[src/rtl/multdiv_sequencer.sv]
// multdiv_sequencer: iterative signed 32-bit multiply / restoring divide.
// The unit accepts an op in IDLE and runs 32 iterations on operand
// magnitudes in RUN. It then applies the result sign and raises ready for
// one cycle in DONE. stall holds the front of the pipe while an op is in
// flight.
//
// Handshake: start (valid & a mult/div opcode) is sampled only in IDLE.
// The instruction is held by stall until DONE. In DONE, stall drops and
// ready pulses for exactly one cycle, so the held instruction advances on
// the same edge that returns the unit to IDLE. There is no back-pressure on
// ready. result and exception are valid only while ready is high.
module multdiv_sequencer #(
    parameter logic [4:0] OP_MULT = 5'b00110,
    parameter logic [4:0] OP_DIV  = 5'b00111
) (
    input  logic        clock,
    input  logic        reset,
    input  logic        valid,
    input  logic [4:0]  opcode,
    input  logic [31:0] operand_a,
    input  logic [31:0] operand_b,
    output logic        stall,
    output logic        ready,
    output logic [31:0] result,
    output logic        exception,
    output logic [1:0]  debug_state
);

    typedef enum logic [1:0] {
        IDLE = 2'd0,
        RUN  = 2'd1,
        DONE = 2'd2
    } state_t;

    state_t      state;
    logic [4:0]  count;
    logic        is_div;   // latched op type: 1 = divide
    logic        neg;      // latched result sign
    logic        div_ovf;  // latched 0x80000000 / -1 case
    logic [63:0] acc;      // mult: product accumulator; div: {remainder, quotient}
    logic [31:0] addend;   // mult: |multiplicand|; div: |divisor|
    logic [31:0] mplier;   // mult: |multiplier|, shifted right each iteration

    logic        start;
    logic        op_is_div;
    logic [31:0] mag_a;
    logic [31:0] mag_b;

    logic [32:0] mul_sum;
    logic [63:0] mul_next;
    logic [32:0] div_shift;
    logic [32:0] div_diff;
    logic [63:0] div_next;
    logic [63:0] step_next;

    logic [63:0] prod_signed;
    logic [31:0] quo_signed;
    logic        mul_ovf;

    // Decode the incoming instruction and form operand magnitudes.
    always_comb begin
        op_is_div = (opcode == OP_DIV);
        start     = valid & ((opcode == OP_MULT) | (opcode == OP_DIV));
        mag_a     = operand_a[31] ? (~operand_a + 32'd1) : operand_a;
        mag_b     = operand_b[31] ? (~operand_b + 32'd1) : operand_b;
    end

    // One shift-add multiply step: add into the upper half, then shift right.
    always_comb begin
        mul_sum  = {1'b0, acc[63:32]} + (mplier[0] ? {1'b0, addend} : 33'd0);
        mul_next = {mul_sum, acc[31:1]};
    end

    // One restoring divide step: shift {rem, quo} left, trial-subtract the divisor.
    // The remainder stays below the divisor (at most 2^31), so the shifted
    // remainder fits in 32 bits and bit 32 of the difference is the borrow.
    always_comb begin
        div_shift = {acc[63:32], acc[31]};
        div_diff  = div_shift - {1'b0, addend};
        if (div_diff[32]) begin
            div_next = {div_shift[31:0], acc[30:0], 1'b0};
        end else begin
            div_next = {div_diff[31:0], acc[30:0], 1'b1};
        end
        step_next = is_div ? div_next : mul_next;
    end

    // Signed results derived from the final iteration's magnitude result.
    always_comb begin
        prod_signed = neg ? (~mul_next + 64'd1) : mul_next;
        quo_signed  = neg ? (~div_next[31:0] + 32'd1) : div_next[31:0];
        mul_ovf     = (prod_signed[63:32] != {32{prod_signed[31]}});
    end

    // stall covers the accepting cycle in IDLE plus every RUN cycle.
    always_comb begin
        stall       = ((state == IDLE) & start) | (state == RUN);
        debug_state = state;
    end

    // Sequencer FSM with registered ready/result/exception.
    always_ff @(posedge clock or posedge reset) begin
        if (reset) begin
            state     <= IDLE;
            count     <= 5'd0;
            is_div    <= 1'b0;
            neg       <= 1'b0;
            div_ovf   <= 1'b0;
            acc       <= 64'd0;
            addend    <= 32'd0;
            mplier    <= 32'd0;
            ready     <= 1'b0;
            result    <= 32'd0;
            exception <= 1'b0;
        end else begin
            case (state)
                IDLE: begin
                    ready <= 1'b0;
                    if (start) begin
                        is_div  <= op_is_div;
                        neg     <= operand_a[31] ^ operand_b[31];
                        div_ovf <= (operand_a == 32'h8000_0000) & (operand_b == 32'hFFFF_FFFF);
                        addend  <= op_is_div ? mag_b : mag_a;
                        mplier  <= mag_b;
                        acc     <= op_is_div ? {32'd0, mag_a} : 64'd0;
                        count   <= 5'd0;
                        if (op_is_div && (operand_b == 32'd0)) begin
                            // Divide by zero skips the iterations entirely.
                            state     <= DONE;
                            ready     <= 1'b1;
                            result    <= 32'd0;
                            exception <= 1'b1;
                        end else begin
                            state <= RUN;
                        end
                    end
                end
                RUN: begin
                    acc    <= step_next;
                    mplier <= {1'b0, mplier[31:1]};
                    count  <= count + 5'd1;
                    if (count == 5'd31) begin
                        state     <= DONE;
                        ready     <= 1'b1;
                        result    <= is_div ? quo_signed : prod_signed[31:0];
                        exception <= is_div ? div_ovf : mul_ovf;
                    end
                end
                DONE: begin
                    ready <= 1'b0;
                    state <= IDLE;
                end
                default: begin
                    ready <= 1'b0;
                    state <= IDLE;
                end
            endcase
        end
    end

endmodule

[config.mk]
export PLATFORM = sky130hd
export DESIGN_NAME = multdiv_sequencer
export DESIGN_NICKNAME = d
export VERILOG_FILES = /design/src/rtl/multdiv_sequencer.sv
export SDC_FILE = /design/constraint.sdc
export NUM_CORES = 1
export LEC_CHECK = 0
export ABC_CLOCK_PERIOD_IN_PS = 5570
export BUFFER_PORTS_ARGS = -buffer_cell sky130_fd_sc_hd__buf_2
export CELL_PAD_IN_SITES_DETAIL_PLACEMENT = 1
export CELL_PAD_IN_SITES_GLOBAL_PLACEMENT = 1
export CORE_ASPECT_RATIO = 1.2
export CORE_MARGIN = 2
export CORE_UTILIZATION = 43
export CTS_BUF_LIST = sky130_fd_sc_hd__clkbuf_8
export DETAILED_ROUTE_END_ITERATION = 10
export GPL_TIMING_DRIVEN = 0
export HOLD_SLACK_MARGIN = 0.05
export PLACE_DENSITY = 0.82
export REMOVE_ABC_BUFFERS = 1
export SLEW_MARGIN = 20
export SYNTH_ARGS = -nofsm -noshare
export SYNTH_HDL_FRONTEND = slang
export SYNTH_SLANG_ARGS = --single-unit
[constraint.sdc]
create_clock -name clock -period 5.57 [get_ports clock]
set_input_delay 0.557 -clock clock [delete_from_list [all_inputs] [get_ports clock]]
set_output_delay 0.557 -clock clock [all_outputs]
set_load 0.1 [all_outputs]
# Word-level counts from Yosys, hierarchy flattened
# Index checks and enable logic that the tools add are counted.
totals:
  inputBits: 72
  regBits: 172
  output_inout_bits: 37
op_classes:
  n_bitwise: 10
  n_reduce_logical: 8
  n_eq_ne: 10
  mux: 33
  addsub: 7
ops:
  columns: ["op", "count"]
  rows:
  - ["$mux 32", 11]
  - ["$mux 64", 4]
  - ["$pmux 32 s2", 2]
  - ["$pmux 64 s2", 1]
  - ["$add 32x1->32 const B", 3]
  - ["$not 32->32", 3]
  - ["$add 64x1->64 const B", 1]
  - ["$eq 32x32->1 const B", 2]
  - ["$not 64->64", 1]
  - ["$add 32x32->33", 1]
  - ["$sub 33x32->33", 1]
  - ["$logic_not 32->1", 1]
  - ["$ne 32x32->1", 1]
  - ["$eq 5x3->1 const B", 2]
  - ["$pmux 5 s2", 1]
  - ["$mux 1", 7]
  - ["$mux 2", 3]
  - ["$reduce_and 2->1", 3]
  - ["$add 5x1->5 const B", 1]
  - ["$eq 5x5->1 const B", 1]
  - ["$mux 5", 1]
  - ["$ne 2x1->1 const B", 2]
  - ["$pmux 1 s2", 2]
  - ["$pmux 2 s2", 1]
  - ["9 further kinds", 12]

# Depth between registers and ports, before layout
depth:
  word_depth: 9
  ltp_mapped: 22
  mapped_depth_nobuf: 21

# Worst setup path after synthesis
# Ideal clock, no wire load.
synth_path:
  path_kind: "register to register"
  start: "reg acc[31]"
  end: "reg result[22]"
  stages_incl_launch_ff: 22
  arrival_ns: 4.566
  path_buffers: 1
  synth_period_minus_slack_ns: 4.661
  slack_ns: 0.909
  t_required_ns: 5.475
  path_cell_list: "dfrtp_1 > inv_1 > ha_1 > inv_1 > fa_1 > a21o_1 > a21oi_1 > o21a_1 > nor3_1 > nor4b_1 > o211ai_1 > a31oi_1 > nor4b_1 > nand4bb_1 > clkinv_1 > clkbuf_1 > ha_1 > inv_1 > or4_1 > a311o_1 > o21a_1 > o31ai_1"
synth_between:
  elab_chain_len: 8
synth_rtl:
  columns: ["element", "line_no", "text"]
  rows:
  - ["start, declared", "40", "logic [63:0] acc;"]
  - ["start signal, assigned", "125", "acc <= op_is_div ? {32'd0, mag_a} : 64'd0;"]
  - ["start signal, assigned", "139", "acc <= step_next;"]
  - ["$sub 33x32->33", "79", "div_diff = div_shift - {1'b0, addend};"]
  - ["$mux 64", "80", "if (div_diff[32]) begin"]
  - ["$not 32->32", "91", "quo_signed = neg ? (~div_next[31:0] + 32'd1) : div_next[31:0];"]
  - ["$add 32x1->32", "91", null]
  - ["$mux 32", "91", null]
  - ["$mux 32", "145", "result <= is_div ? quo_signed : prod_signed[31:0];"]
  - ["$mux 32", "142", "if (count == 5'd31) begin"]
  - ["$pmux 32 s2", "116", "case (state)"]
  - ["end signal, assigned", "145", null]
  - ["end, declared", "24", "output logic [31:0] result,"]
# No other way between the ends. The select of a mux whose other input is x is not followed.
# A chain may end at the register's enable or synchronous reset.

# Worst setup path after layout
layout_path:
  start: "reg mplier[0]"
  end: "reg exception"
layout_between:
  elab_chain_len: 9
layout_rtl:
  columns: ["element", "line_no", "text"]
  rows:
  - ["start, declared", "42", "logic [31:0] mplier;"]
  - ["start signal, assigned", "124", "mplier <= mag_b;"]
  - ["start signal, assigned", "140", "mplier <= {1'b0, mplier[31:1]};"]
  - ["$mux 32 (*)", "70", "mul_sum = {1'b0, acc[63:32]} + (mplier[0] ? {1'b0, addend} : 33'd0);"]
  - ["$add 32x32->33 (*)", "70", null]
  - ["$not 64->64", "90", "prod_signed = neg ? (~mul_next + 64'd1) : mul_next;"]
  - ["$add 64x1->64", "90", null]
  - ["$mux 64 (*)", "90", null]
  - ["$ne 32x32->1 (*)", "92", "mul_ovf = (prod_signed[63:32] != {32{prod_signed[31]}});"]
  - ["$mux 1 (*)", "146", "exception <= is_div ? div_ovf : mul_ovf;"]
  - ["$mux 1 (*)", "142", null]
  - ["$pmux 1 s2 (*)", "116", null]
  - ["end signal, assigned", "146", null]
  - ["end, declared", "25", "output logic exception,"]
# Mark *: on every way between the ends. The rest lies on a longest branch, timed or not. The select of a mux whose other input is x is not followed.

==> flow_summary.ini <==
[worst_setup_path]
crit_chain = and2_1 -> ha_1 -> nand2_1 -> nor3_2 -> nand2_1 -> o211ai_1 -> and2_1 -> a211oi_1 -> or3b_4 -> or4_4 -> o21ai_0 -> xor2_1 -> or3_1 -> a2111o_1 -> o31a_1
path_max_fanout = 18
cp.required_ns = 5.98
critPathCaptureType = flip-flop
worstSetupPathType = reg2reg
start_kind = flip-flop
cp_slowest_cell = dfrtp_4
arrival_ns = 5.89
cpPeakStageDelay_ns = 0.61

[logic_synthesis]
yosys_warnings = 0
synthFlopType = dfrtp_1
syn_inst = 2077
ys_seq_elements = 172
yosysSeqAreaShare_pct = 26.6
syn_area_um2 = 16200
async_flop_share_pct = 100
syn-mean-instance-area_um2 = 7.78
synth-edff-count = 0
ys_types = 91

[timing]
fmax_mhz = 182
whs_ns = 0.395
max_slew.worst_pin.slew_ns = 1.16
setup_violations = 0
finalSetupTns_ns = 0
drv_slew = 0
final.min_clock_period_ns = 5.48
max_slew_margin_pct = 22.2
finalCritPeriodShare_pct = 98.5
rsz0062_at_grt = no
layout_setup_ws_ns = 0.0863
finalHoldViolations = 0
finClkSkew_ns = 0.0130

[die]
coreArea_um2 = 37000
initial_core_util_pct = 43.7
die_w_um = 181
fp.dieArea_um2 = 39200
fp-row-count = 77
io_pins = 109
dieHeight_um = 216

[outcome]
status = completed

[route]
drt.antenna.violating_nets = 0
vias_per_cell = 6.44
route.detailed.drc = 0
wl_per_cell_um = 22.8
dr.first_iter.drc_count = 1132
drt-total-wl_mm = 58.7
drtPass1Iterations = 7
num_vias = 16600

[power]
intPower_uw = 4810
power_density_nw_per_um2 = 576
combPwrFrac_pct = 68.5
leakage_uw = 0.00718
p_switching_uw = 5450
power_frac_seq_pct = 22.3
netSwitchingFraction_pct = 53.1
ir_worst_vdd_mv = 0.298
clkPwrFrac_pct = 9.1

[clock_network]
cts_inserted_buffers = 17
htree_levels = 4
clkLatencyLatePin_ns = 0.52
clk_pin_slew_worst_paths_ns = 0.09
cts_tree = built
clock-root-buffer = clkbuf_8
cts_buffer_depth = 2
cts_sinks = 172

[placement]
gp_congestion = 0.913
portBuffers = 108
post-place-ws_ns = -0.877
place.detailed.hpwl_mm = 44.4
placed_area_um2 = 17200

[global_routing]
grt_overflow = 0
grt_pass1_wl_mm = 93.9
grtUsageTotal_pct = 29.8
antenna_found_initial = 8
grt_pass1_vias = 17200
grt_max_degree = 68

[layout]
areaGrowthSynthToFinish_pct = 10.2
seqCellArea_um2 = 4320
fillers = 4616
nNetsFinal = 2228
final_area_um2 = 17800
final_core_util_pct = 48.2
drive_gt1_share_pct = 12.0
multi_input_area_um2 = 11200

[run]
cap_violations = 0

[min_path]
hold_class = in2reg
-- state kept, by name (all words and copies together), names as in the netlist --
name,cells
acc,64
addend,32
count,5
debug_state,2
div_ovf,1
exception,1
is_div,1
mplier,32
neg,1
ready,1
result,32
-- what timing repair did --
| action | in CTS | in global routing |
|---|---|---|
| pin swaps | 3 | 2 |
| endpoints found under the setup margin | 17 | 2 |
| resized for setup | 14 | 16 |
| hold buffers | 1 | 0 |
| hold endpoints to repair | 44 | 0 |
| setup buffers | 4 | 2 |
-- stage by stage --
stage	instances	power, µW
5_1_grt	2568	11000
2_1_floorplan	1932	7000
3_3_place_gp	2514	8460
3_5_place_dp	2531	8960
4_1_cts	2566	10000
6_report	2574	10300
-- final timing paths --
check	startpoint	endpoint	slack, ns	depth (start not counted)
setup / recovery	mplier[0]$_DFFE_PP0P_	exception$_DFFE_PP0P_	0.09	15
setup reg to reg	mplier[0]$_DFFE_PP0P_	exception$_DFFE_PP0P_	0.09	15
hold / removal	operand_b[0]	mplier[0]$_DFFE_PP0P_	0.39	3
max in group asynchronous	reset	result[30]$_DFFE_PP0P_	3.97	5
min in group asynchronous	reset	acc[2]$_DFFE_PP0P_	0.60	3
hold reg to reg	result[6]$_DFFE_PP0P_	result[6]$_DFFE_PP0P_	0.49	2
-- cell families after synthesis --
kind of cell               after synthesis  synth area share (%)
xor gates and xnor gates               160                  8.67
AOI/OAI and AO/OA                      709                  29.3
adders and majority gates               73                  5.74
and+or+nand+nor                        692                  21.1
DFF                                    172                  26.6
buffers and inverters                  218                  5.20
muxes                                   53                  3.35
-- synthesized netlist by cell type, types with 15 or more instances --
library cell  instances  area share [%]
a21oi_1             142             4.4
nor3_1               64             2.0
or4_1                19            0.88
clkbuf_1            121             2.8
xor2_1               77             4.2
o211ai_1             18            0.84
xnor2_1              83             4.5
a31oi_1              23            0.89
nand2b_1             16            0.62
or3_1                33             1.3
inv_1                71             1.6
nor2_1              158             3.7
nor2b_1              15            0.58
nand3_1              45             1.4
o21a_1               19            0.88
a22oi_1              44             2.0
o21ai_0             182             5.6
a221oi_1             25             1.4
and2_1               45             1.7
a211oi_1             25             1.2
a21o_1               38             1.8
a311oi_1             15            0.81
nand4_1              21            0.81
mux2i_1              44             2.7
o31ai_1              51             2.4
ha_1                 71             5.5
nand2_1             215             5.0
dfrtp_1             172              27
-- per-layer routing --
metal / share of wire (%) / vias up / global-route usage, %
met5: 0.014 / - / 0
met2: 50 / 473 / 53.1
met1: 41 / 8299 / 35.5
met3: 4.3 / 139 / 3.60
met4: 4.8 / 2 / 15.0
li1: - / 7672 / -
-- critical path: cells and delay by family (launching register included) --
| kind | cells | cell delay (ns) |
|---|---|---|
| AOI/OAI and AO/OA | 5 | 1.57 |
| xor gates and xnor gates | 1 | 0.16 |
| adders and majority gates | 1 | 0.48 |
| DFF | 1 | 0.61 |
| and+or+nand+nor | 8 | 2.52 |
-- area by class of cell --
| type | count | share of cell area, % |
|---|---|---|
| clock inverter | 13 | 0.864 |
| sequential | 172 | 24.2 |
| tap | 474 | 3.33 |
| multi-input combinational | 1687 | 63.0 |
| antenna | 6 | 0.0842 |
| inverter | 73 | 1.66 |
| clock buffer | 17 | 1.31 |
| timing repair buffer | 132 | 5.53 |
-- cell usage in the layout (no fill, tap or decap), types with 23 or more instances in the layout --
master,count
xor2_1,74
nor3_1,61
o31ai_1,51
nand3_1,44
a221oi_1,25
a21oi_1,141
buf_2,108
a22oi_1,44
nand2_1,213
mux2i_1,44
or3_1,33
xnor2_1,81
dfrtp_1,169
o21ai_0,182
a21o_1,38
a211oi_1,23
ha_1,70
inv_1,71
nor2_1,154
and2_1,45
-- power by group through the flow --
stage                     sequential (µW)  combinational [µW]  clock [µW]
after global placement               2330                6130           0
after detailed placement             2310                6650           0
after global routing                 2360                7680         983
after CTS                            2290                6790         945
after floorplan                      2170                4830           0
final                                2290                7030         939
Note: power is estimated with default switching activity, not from simulation.
